$ cat src/rtl/add_result_fifo.sv
// add_result_fifo: captures each sum from the registered adder into a small
// first-word-fall-through FIFO. add_en is delayed one cycle (en_d) so that
// the write lines up with the sum appearing on add_s. A write that arrives
// while the FIFO is full, with no pop in the same cycle, is dropped and sets
// a sticky overflow flag.
// Optional feature: define ADD_RESULT_FIFO_DROP_CNT_EN to add a saturating
// 16-bit drop_cnt output that counts dropped writes.
module add_result_fifo #(
  parameter int WIDTH = 16,
  parameter int DEPTH = 4
) (
  input  logic                       clk,
  input  logic                       rst_n,
  input  logic                       add_en,
  input  logic [WIDTH-1:0]           add_s,
  output logic                       out_valid,
  input  logic                       out_ready,
  output logic [WIDTH-1:0]           out_data,
  output logic [$clog2(DEPTH):0]     count,
  output logic                       full,
  output logic                       empty,
  output logic                       overflow,
  input  logic                       clr_ovf
`ifdef ADD_RESULT_FIFO_DROP_CNT_EN
  ,
  output logic [15:0]                drop_cnt
`endif
);

  localparam int PW = $clog2(DEPTH);
  localparam int CW = PW + 1;

  logic             en_d_q;
  logic [PW-1:0]    wr_ptr_q, wr_ptr_d;
  logic [PW-1:0]    rd_ptr_q, rd_ptr_d;
  logic [CW-1:0]    count_q, count_d;
  logic             ovf_q, ovf_d;
  logic [WIDTH-1:0] mem_q [DEPTH];

  logic wr_req, pop, wr_acc, drop;

  // handshake decode: a write may reuse the slot being popped in the same cycle
  always_comb begin
    wr_req = en_d_q;
    pop    = !empty && out_ready;
    wr_acc = wr_req && (!full || pop);
    drop   = wr_req && full && !pop;
  end

  // next-state for pointers, occupancy and the sticky overflow flag
  always_comb begin
    wr_ptr_d = wr_ptr_q;
    rd_ptr_d = rd_ptr_q;
    count_d  = count_q;
    ovf_d    = ovf_q;
    if (wr_acc) wr_ptr_d = wr_ptr_q + PW'(1);
    if (pop)    rd_ptr_d = rd_ptr_q + PW'(1);
    count_d = count_q + CW'(wr_acc) - CW'(pop);
    // a new drop beats a clear in the same cycle
    if (drop)         ovf_d = 1'b1;
    else if (clr_ovf) ovf_d = 1'b0;
  end

  // control state, cleared asynchronously; a pending en_d write is discarded
  always_ff @(posedge clk or negedge rst_n) begin
    if (!rst_n) begin
      en_d_q   <= 1'b0;
      wr_ptr_q <= '0;
      rd_ptr_q <= '0;
      count_q  <= '0;
      ovf_q    <= 1'b0;
    end else begin
      en_d_q   <= add_en;
      wr_ptr_q <= wr_ptr_d;
      rd_ptr_q <= rd_ptr_d;
      count_q  <= count_d;
      ovf_q    <= ovf_d;
    end
  end

  // storage array; contents are don't-care after reset since count gates them
  always_ff @(posedge clk) begin
    if (wr_acc) mem_q[wr_ptr_q] <= add_s;
  end

  // first-word-fall-through outputs
  always_comb begin
    empty     = (count_q == '0);
    full      = (count_q == CW'(DEPTH));
    out_valid = !empty;
    out_data  = empty ? '0 : mem_q[rd_ptr_q];
    count     = count_q;
    overflow  = ovf_q;
  end

`ifdef ADD_RESULT_FIFO_DROP_CNT_EN
  logic [15:0] dcnt_q, dcnt_d;

  // drop counter: clear wins over count, but a coincident drop loads 1
  always_comb begin
    dcnt_d = dcnt_q;
    if (clr_ovf)                      dcnt_d = drop ? 16'd1 : 16'd0;
    else if (drop && dcnt_q != 16'hFFFF) dcnt_d = dcnt_q + 16'd1;
  end

  // drop counter register
  always_ff @(posedge clk or negedge rst_n) begin
    if (!rst_n) dcnt_q <= '0;
    else        dcnt_q <= dcnt_d;
  end

  assign drop_cnt = dcnt_q;
`endif

endmodule

$ cat config.mk
export PLATFORM = sky130hd
export DESIGN_NAME = add_result_fifo
export DESIGN_NICKNAME = d
export VERILOG_FILES = /design/src/rtl/add_result_fifo.sv
export SDC_FILE = /design/constraint.sdc
export NUM_CORES = 1
export LEC_CHECK = 0
export CORE_MARGIN = 2
export CORE_UTILIZATION = 53
export CTS_CLUSTER_SIZE = 40
export DETAILED_ROUTE_END_ITERATION = 10
export HOLD_SLACK_MARGIN = 0.02
export MAX_ROUTING_LAYER = met4
export PLACE_DENSITY = 0.82
export SLEW_MARGIN = 20
export SYNTH_ARGS = -nofsm -noshare
export SYNTH_HDL_FRONTEND = slang
export SYNTH_SLANG_ARGS = --single-unit
$ cat constraint.sdc
create_clock -name clk -period 2.44 [get_ports clk]
set_input_delay 0.366 -clock clk [delete_from_list [all_inputs] [get_ports clk]]
set_output_delay 0.366 -clock clk [all_outputs]
set_load 0.02 [all_outputs]
After elaboration in Yosys (flattened, before gate mapping)
Memory sizes are Yosys's and may differ from the RTL's.
Cells that the tools add are included.
{ "op_classes": {"add_sub_neg": 4, "eq_ne": 1, "muxes": 5, "n_reduce_logical": 10} }
{ "ops": {"columns": ["op", "n"], "rows": [
  ["$mux W16", 1],
  ["$add A2 B1 Y2 const B", 2],
  ["$logic_and A1 B1 Y1", 4],
  ["$mux W1", 4],
  ["$add A3 B1 Y3", 1],
  ["$eq A3 B3 Y1 const B", 1],
  ["$logic_not A1 Y1", 3],
  ["$logic_not A3 Y1", 1],
  ["$sub A3 B1 Y3", 1],
  ["$reduce_bool A2 Y1", 1],
  ["$logic_or A1 B1 Y1", 1]
]} }
{ "word_totals": {"ff_bits": 9, "mem_bits_rw": 64, "in_bits": 21, "out_inout_bits": 23, "wordCells": 26, "mem_count": 1} }
{ "mem_list": {"columns": ["name", "depth", "word_bits", "read_ports", "rd_clocked_by_memory_dff", "write_ports", "line", "text"], "rows": [
  ["mem_q", 4, 16, 1, 0, 1, "38", "logic [WIDTH-1:0] mem_q [DEPTH];"]
]} }

Logic depth before layout (Yosys ltp)
Gate-level depths: netlist (run 1).
{ "depth": {"depth_word": 7, "mapped_depth": 8, "ltp_nobuf": 7} }

Least setup slack after synthesis (run 1)
OpenSTA, ideal clock, no wires.
{ "synth_path": {"path_kind": "reg2reg", "from": "reg count_q[2], in the netlist count[2]", "to": "reg count_q[2], in the netlist count[2]", "arrival_time_ns": 2.063, "required_ns": 2.310, "path_slack_ns": 0.248, "path_stages_with_launch": 9, "path_buffers": 1, "cell_sequence": "dfrtp_1 > or3_1 > buf_2 > nand2_1 > mux2i_1 > ha_1 > fa_1 > xor2_1 > xnor2_1"} }
{ "synth_via": {"elab_chain_len": 7, "word_cells_on_any_way": 9, "cone_classes": "2 x add/sub; 1 x eq/ne; 6 x reduce/logical"} }
{ "synth_rtl": {"columns": ["item", "line", "text"], "rows": [
  ["start: declaration", "36", "logic [CW-1:0] count_q, count_d;"],
  ["start signal: assignment", "76", "count_q <= count_d;"],
  ["$logic_not A3 Y1", "88", "empty = (count_q == '0);"],
  ["$logic_not A1 Y1", "45", "pop = !empty && out_ready;"],
  ["$logic_and A1 B1 Y1", "45", null],
  ["$logic_or A1 B1 Y1", "46", "wr_acc = wr_req && (!full || pop);"],
  ["$logic_and A1 B1 Y1", "46", null],
  ["$add A3 B1 Y3", "58", "count_d = count_q + CW'(wr_acc) - CW'(pop);"],
  ["$sub A3 B1 Y3 (*)", "58", null],
  ["via count_d[2]", "36", null]
]} }
The timed path passes the listed nets; every way through them passes the cells marked *.
A chain may end at the register's enable or synchronous reset.

Worst setup path after layout (run 1)
{ "layout_path": {"from": "reg count_q[1], in the netlist count[1]", "to": "out out_valid"} }
{ "layout_via": {"elab_chain_len": 2} }
{ "layout_rtl": {"columns": ["item", "line", "text"], "rows": [
  ["$logic_not A3 Y1", "88", null],
  ["$logic_not A1 Y1", "90", "out_valid = !empty;"],
  ["end: declaration", "16", "output logic out_valid,"]
]} }
Every way passes these cells.

==> results of run 1 <==
-- critical path, stage by stage (launching register included) --
cell and delay, ns:
dfrtp_1 0.45, or3_1 0.40, buf_4 0.21, clkdlybuf4s50_1 0.55
-- worst paths after layout --
path,from,endpoint,slack [ns],depth (start not counted)
worst min register to register,overflow,overflow,0.51,1
worst min-delay path,rst_n,wr_ptr_q[1],0.33,1
min in group clk,add_en,en_d_q,0.47,1
max in group asynchronous,rst_n,en_d_q,1.82,1
worst max-delay path,count[1],out_valid,0.12,3
worst max register to register,count[1],count[2],0.27,7
-- area by class of cell --
cell class	count	area (µm²)	share of cell area
clock buffers	15	166	0.0464
inverters	6	22.5	0.00628
multi-input cells	57	704	0.196
flip-flops and latches	73	2150	0.598
well taps	72	90.1	0.0251
repair buffers	49	458	0.128
-- state kept, by name, indices dropped and copies added (netlist names) --
register  cells
rd_ptr_q      2
mem_q        64
en_d_q        1
count         3
wr_ptr_q      2
overflow      1
-- metrics by stage --
| step | hold WS, ns | util | worst slack (ns) | total power, mW |
|---|---|---|---|---|
| 3_5_place_dp | 0.493 | 0.636 | 0.219 | 3.78 |
| 4_1_cts | 0.337 | 0.663 | 0.0293 | 4.42 |
| 6_report | 0.332 | 0.664 | 0.120 | 4.38 |
| 5_1_grt | 0.348 | 0.664 | 0.0495 | 4.62 |
| 3_3_place_gp | 0.484 | 0.636 | 0.299 | 3.68 |
| 2_1_floorplan | 0.0704 | - | 0.248 | 2.98 |
-- what timing repair did --
item,in CTS,in global routing
resized for setup,16,1
setup endpoints to repair,16,1
hold buffers,0,0
-- cells by family (layout without fill, tap and decap cells) --
| logic type | count (synthesis) | count (layout) | synth area share |
|---|---|---|---|
| flip-flops | 73 | 73 | 0.736 |
| XOR/XNOR | 5 | 5 | 0.0150 |
| AO/OA/AOI/OAI | 3 | 3 | 0.0103 |
| buffers and inverters | 12 | 70 | 0.0219 |
| multiplexers | 18 | 18 | 0.132 |
| adder cells (fa/ha/maj) | 6 | 6 | 0.0283 |
| AND/OR/NAND/NOR | 25 | 25 | 0.0558 |
-- where the power goes --
| group | internal, mW | switching [mW] |
|---|---|---|
| clock network | 0.422 | 0.382 |
| logic | 0.862 | 0.920 |
| registers | 1.66 | 0.129 |
| total | 2.95 | 1.43 |
-- per-layer routing --
layer / vias to the layer above / GRT usage / share of wire
li1: 653 / - / -
met1: 716 / 0.212 / 0.39
met2: 55 / 0.313 / 0.54
met3: 10 / 0.0586 / 0.055
met4: 0 / 0.0789 / 0.015
met5: - / - / 0
-- cell usage in the layout, fill, tap and decap left out, drive strengths merged, types with 4 or more instances in the layout --
cell type / instances
and2: 20
buf: 6
clkbuf: 15
clkdlybuf4s50: 26
dfrtp: 9
dlygate4sd2: 16
edfxtp: 64
ha: 5
inv: 6
mux4: 16
xnor2: 4
==> metrics.txt, run 1 <==
# TYPE chip_impl_metric gauge
chip_impl_metric{name="post-place-cells",unit=""} 257
chip_impl_metric{name="vdd.ir_drop.worst",unit="mV"} 0.888
chip_impl_metric{name="cts_buffers",unit=""} 9
chip_impl_metric{name="final_period_minus_worst_setup_slack",unit="ns"} 2.32
chip_impl_metric{name="synth.yosys.seq_area_share",unit=""} 0.736
chip_impl_metric{name="core_region_area",unit="mm²"} 0.00541
chip_impl_metric{name="final.setup_skew",unit="ns"} 0.00571
chip_impl_metric{name="nFillCells",unit=""} 372
chip_impl_metric{name="drive_above_1_share",unit=""} 0.205
chip_impl_metric{name="synth_cell_type_count",unit=""} 23
chip_impl_metric{name="number_of_antenna_violations_at_the_first_check_in_global_routing",unit=""} 0
chip_impl_metric{name="cp_data_arrival_time",unit="ns"} 1.95
chip_impl_metric{name="initial_standard_cell_utilization_of_the_core",unit=""} 0.539
chip_impl_metric{name="globalRouteTotalUtil",unit=""} 0.188
chip_impl_metric{name="synth.top_cell.area_share",unit=""} 0.659
chip_impl_metric{name="synthArstFlopShare",unit=""} 0.123
chip_impl_metric{name="insertedDiodeCount",unit=""} 0
chip_impl_metric{name="number_of_global_route_vias_before_repair",unit=""} 1571
chip_impl_metric{name="placed_cell_area",unit="mm²"} 0.00344
chip_impl_metric{name="drt-wirelength-per-cell",unit="µm"} 18.3
chip_impl_metric{name="finalNonFillerCells",unit=""} 272
chip_impl_info{name="cts_tree",value="done"} 1
chip_impl_metric{name="tns",unit="ns"} 0
chip_impl_metric{name="detail_route.drc_violations",unit=""} 0
chip_impl_metric{name="dr.pass1.iters",unit=""} 5
chip_impl_metric{name="tightest_slew",unit="ns"} 0.457
chip_impl_metric{name="slew_violations",unit=""} 0
chip_impl_metric{name="post-cts-setup-buffers",unit=""} 0
chip_impl_metric{name="num_rows",unit=""} 27
chip_impl_metric{name="postSynthNetCount",unit=""} 169
chip_impl_info{name="netlist_top_cells_area",value="edfxtp_1, mux4_2, dfrtp_1"} 1
chip_impl_info{name="min-delay-path-class",value="primary input to asynchronous set/reset pin"} 1
chip_impl_metric{name="die_x",unit="µm"} 78.2
chip_impl_info{name="element_type_at_the_critical_path_start",value="register"} 1
chip_impl_metric{name="syn-instance-count",unit=""} 142
chip_impl_metric{name="grt-ovfl-total",unit=""} 0
chip_impl_metric{name="ioPinCount",unit=""} 44
chip_impl_metric{name="critPathMaxFanout",unit=""} 19
chip_impl_metric{name="timing.max_slew.rel_slack",unit=""} 0.695
chip_impl_metric{name="clock_sink_count",unit=""} 73
chip_impl_info{name="cts-root-buf",value="clkbuf_8"} 1
chip_impl_metric{name="drt.antenna.violating_nets",unit=""} 0
chip_impl_metric{name="synth_edf_count",unit=""} 64
chip_impl_metric{name="critPathRequiredTime",unit="ns"} 2.07
chip_impl_metric{name="clockBufferDepth",unit=""} 2
chip_impl_metric{name="place_hpwl",unit="µm"} 3420
chip_impl_metric{name="vias_per_cell",unit=""} 5.27
chip_impl_metric{name="avgSynthCellArea",unit="µm²"} 20.5
chip_impl_info{name="synth_top_cells_by_count",value="edfxtp_1, and2_1, mux4_2"} 1
chip_impl_info{name="status",value="finished, final reports clean"} 1
chip_impl_metric{name="dr_total_vias",unit=""} 1434
chip_impl_metric{name="port_buffers",unit=""} 43
chip_impl_metric{name="finalHoldViolations",unit=""} 0
chip_impl_metric{name="post_layout_nets",unit=""} 223
chip_impl_metric{name="yosysWarningCount",unit=""} 0
chip_impl_metric{name="worst_setup_hold_path_clk_slew",unit="ns"} 0.07
chip_impl_info{name="ys_dominant_reg_cell",value="edfxtp_1"} 1
chip_impl_info{name="yosys.area.top_type",value="edfxtp_1"} 1
chip_impl_metric{name="synth_area",unit="mm²"} 0.00292
chip_impl_metric{name="finalSetupViolations",unit=""} 0
chip_impl_metric{name="grt_max_degree",unit=""} 20
chip_impl_metric{name="floorplan.die.height",unit="µm"} 78.2
chip_impl_metric{name="layout-area-overhead-vs-synth",unit="%"} 23.1
chip_impl_metric{name="wl",unit="µm"} 4980
chip_impl_info{name="grt_setup_unrepaired",value="false"} 1
chip_impl_metric{name="worstSkewPairLatency",unit="ns"} 0.33
chip_impl_metric{name="area_of_the_die",unit="mm²"} 0.00611
chip_impl_metric{name="timing.fmax",unit="MHz"} 431
chip_impl_metric{name="drv.max_cap_violation_count",unit=""} 0
chip_impl_metric{name="static-leakage-power",unit="nW"} 1.31
chip_impl_info{name="setup.worst_path.end_class",value="output port"} 1
chip_impl_metric{name="synth.ff_latch_count",unit=""} 73
chip_impl_metric{name="final.period_utilization",unit=""} 0.951
chip_impl_metric{name="dr.first_iter.drc_count",unit=""} 96
chip_impl_metric{name="final_cell_area",unit="mm²"} 0.00359
chip_impl_metric{name="grt_pass1_wl",unit="µm"} 8020
chip_impl_info{name="post-synth-top-count-cell",value="edfxtp_1"} 1
chip_impl_metric{name="gp_congestion",unit=""} 0.799
chip_impl_metric{name="cts_htree_levels",unit=""} 3
chip_impl_info{name="setup.worst_path.class",value="register to output port"} 1
chip_impl_metric{name="power.density_cell_area",unit="mW/mm²"} 1220
Note: power is estimated with default switching activity, not from simulation.
==> run 2: changes to the inputs <==
- CORE_UTILIZATION: 53 -> 45
- PLACE_DENSITY: 0.82 -> 0.72
==> run 2 against run 1 <==
Net effect: global-route usage is 3.0 points lower; non-clock buffer count stayed put; maximum frequency is 0.39% higher; clock-buffer cell count is 5 lower; clock skew is 0.0022 ns lower; combinational power is 3% lower; total power is 1.8% lower; via count is 1.4% higher; setup slack better by 0.0091 ns; clock power is 7.3% lower; cell area is 0.17% lower; utilization is 9.7 points lower; critical path type unchanged; critical endpoint is now out_data[3]; largest cell class unchanged.
==> metrics.txt, run 2 (same netlist as run 1, synthesis figures left out) <==
# TYPE chip_impl_metric gauge
chip_impl_metric{name="drv.max_cap_violation_count",unit=""} 0
chip_impl_metric{name="vdd.ir_drop.worst",unit="mV"} 0.648
chip_impl_metric{name="r2r_cells",unit=""} 7
chip_impl_metric{name="cts_buffers",unit=""} 9
chip_impl_metric{name="gp_congestion",unit=""} 0.758
chip_impl_metric{name="internal_power",unit="mW"} 2.87
chip_impl_metric{name="ioPinCount",unit=""} 44
chip_impl_metric{name="dr_total_vias",unit=""} 1454
chip_impl_info{name="commonest_cells_after_routing_fill_and_taps_aside",value="edfxtp_1, clkdlybuf4s50_1, mux4_2, and2_1, dlygate4sd2_1"} 1
chip_impl_info{name="setup.worst_path.end_class",value="output port"} 1
chip_impl_metric{name="p_switching",unit="mW"} 1.42
chip_impl_metric{name="nFillCells",unit=""} 512
chip_impl_metric{name="swShare",unit=""} 0.331
chip_impl_metric{name="cp_data_arrival_time",unit="ns"} 1.94
chip_impl_metric{name="initial_standard_cell_utilization_of_the_core",unit=""} 0.462
chip_impl_metric{name="grt-ovfl-total",unit=""} 0
chip_impl_metric{name="detail_route.drc_violations",unit=""} 0
chip_impl_metric{name="fin_ws",unit="ns"} 0.129
chip_impl_metric{name="tns",unit="ns"} 0
chip_impl_metric{name="comb_power_share",unit=""} 0.402
chip_impl_metric{name="finalSetupViolations",unit=""} 0
chip_impl_metric{name="finalHoldViolations",unit=""} 0
chip_impl_metric{name="power.share.clock",unit=""} 0.173
chip_impl_metric{name="grt_pass1_wl",unit="µm"} 8120
chip_impl_metric{name="worst_setup_hold_path_clk_slew",unit="ns"} 0.07
chip_impl_info{name="element_type_at_the_critical_path_start",value="register"} 1
chip_impl_info{name="max_flop_register",value="mem_q"} 1
chip_impl_metric{name="grt_max_degree",unit=""} 18
chip_impl_metric{name="wl",unit="µm"} 4890
chip_impl_info{name="grt_setup_unrepaired",value="false"} 1
chip_impl_metric{name="final_util",unit=""} 0.567
chip_impl_metric{name="insertedDiodeCount",unit=""} 0
chip_impl_metric{name="post-layout-total-power",unit="mW"} 4.30
chip_impl_metric{name="cts_htree_levels",unit=""} 3
chip_impl_metric{name="final.period_utilization",unit=""} 0.947
chip_impl_metric{name="place_hpwl",unit="µm"} 3300
chip_impl_info{name="status",value="finished, final reports clean"} 1
chip_impl_metric{name="dr.pass1.iters",unit=""} 4
chip_impl_metric{name="post_layout_nets",unit=""} 223
chip_impl_metric{name="worstSkewPairLatency",unit="ns"} 0.33
chip_impl_metric{name="final.setup_skew",unit="ns"} 0.00349
chip_impl_metric{name="area_of_the_die",unit="mm²"} 0.00714
chip_impl_info{name="crit_family",value="multiplexers"} 1
chip_impl_metric{name="clockBufferDepth",unit=""} 2
chip_impl_info{name="min-delay-path-class",value="primary input to asynchronous set/reset pin"} 1
chip_impl_metric{name="globalRouteTotalUtil",unit=""} 0.158
chip_impl_info{name="final_common_cell",value="edfxtp_1"} 1
chip_impl_metric{name="vias_per_cell",unit=""} 5.23
chip_impl_info{name="regToRegStartpoint",value="count[1]"} 1
chip_impl_metric{name="critPathMaxFanout",unit=""} 6
chip_impl_metric{name="dp_slack",unit="ns"} 0.122
chip_impl_metric{name="drive_above_1_share",unit=""} 0.209
chip_impl_metric{name="tightest_slew",unit="ns"} 0.462
chip_impl_metric{name="number_of_global_route_vias_before_repair",unit=""} 1624
chip_impl_metric{name="port_buffers",unit=""} 43
chip_impl_metric{name="drt.antenna.violating_nets",unit=""} 0
chip_impl_info{name="setup.worst_path.class",value="register to output port"} 1
chip_impl_metric{name="timing.fmax",unit="MHz"} 433
chip_impl_metric{name="power.share.sequential",unit=""} 0.425
chip_impl_metric{name="core_region_area",unit="mm²"} 0.00631
chip_impl_metric{name="dr.first_iter.drc_count",unit=""} 86
chip_impl_metric{name="critPathRequiredTime",unit="ns"} 2.07
chip_impl_metric{name="power.density_cell_area",unit="mW/mm²"} 1200
chip_impl_info{name="cell_by_cell_trace_of_the_critical_path",value="buf_4, mux4_2, and2_1, dlygate4sd2_1"} 1
chip_impl_metric{name="layout-area-overhead-vs-synth",unit="%"} 22.9
chip_impl_metric{name="floorplan.die.height",unit="µm"} 84.5
chip_impl_metric{name="timing.critical_path.buf_inv",unit=""} 2
chip_impl_metric{name="clock_sink_count",unit=""} 73
chip_impl_metric{name="slew_violations",unit=""} 0
chip_impl_metric{name="critPathMaxStageDelay",unit="ns"} 0.52
chip_impl_info{name="worstReg2RegEnd",value="count[2]"} 1
chip_impl_metric{name="final_period_minus_worst_setup_slack",unit="ns"} 2.31
chip_impl_metric{name="num_rows",unit=""} 29
chip_impl_metric{name="cts.hold.buffers_added",unit=""} 0
chip_impl_metric{name="regToRegSetupSlack",unit="ns"} 0.26
chip_impl_info{name="cts_tree",value="done"} 1
chip_impl_info{name="critical_path_slowest_stage_cell",value="mux4_2"} 1
chip_impl_metric{name="largest_reg_flops",unit=""} 64
chip_impl_info{name="cts-root-buf",value="clkbuf_8"} 1
chip_impl_metric{name="number_of_antenna_violations_at_the_first_check_in_global_routing",unit=""} 0
chip_impl_metric{name="timing.max_slew.rel_slack",unit=""} 0.692
chip_impl_metric{name="fin_hold_ws",unit="ns"} 0.328
chip_impl_metric{name="static-leakage-power",unit="nW"} 1.30
chip_impl_metric{name="drt-wirelength-per-cell",unit="µm"} 17.6
chip_impl_metric{name="die_x",unit="µm"} 84.5
## run 2: layer usage
metal | track usage | share of wire
met5 | - | 0
met4 | 0.0750 | 0.021
met3 | 0.0324 | 0.039
met2 | 0.256 | 0.53
met1 | 0.189 | 0.41
## run 2: final cells by class
class | count | area, µm² | share of cell area
sequential | 73 | 2150 | 0.600
multi-input combinational | 57 | 704 | 0.197
clock inverter | 6 | 25.0 | 0.00699
tap | 77 | 96.3 | 0.0269
clock buffer | 10 | 128 | 0.0356
timing repair buffer | 49 | 458 | 0.128
inverter | 6 | 22.5 | 0.00629
## run 2: repair_timing
item | 4_1_cts | 5_1_grt
setup endpoints to repair | 16 | 1
setup buffers | 1 | 0
gates resized for setup | 17 | 1
## run 2: worst max path at each step
stage | start | end | depth (start not counted)
final | rd_ptr_q[0] | out_data[3] | 4
after global routing | rd_ptr_q[0] | out_data[10] | 4
after CTS | count[1] | empty | 4
after detailed placement | rd_ptr_q[1] | out_data[6] | 3
after global placement | rd_ptr_q[1] | out_data[0] | 3
after floorplan | count[2] | count[2] | 8
## run 2: per-stage QoR
step	cells	area [µm²]
global route	278	3580
CTS	278	3580
global placement	261	3440
detailed placement	261	3440
finish	278	3580
floorplan	142	2920
## run 2: power by group through the flow
stage / Combinational, mW / Sequential (mW) / Clock, mW
global placement: 1.86 / 1.83 / 0
floorplan: 1.19 / 1.79 / 0
detailed placement: 1.90 / 1.86 / 0
CTS: 1.77 / 1.83 / 0.772
global route: 1.88 / 1.86 / 0.817
finish: 1.73 / 1.83 / 0.745
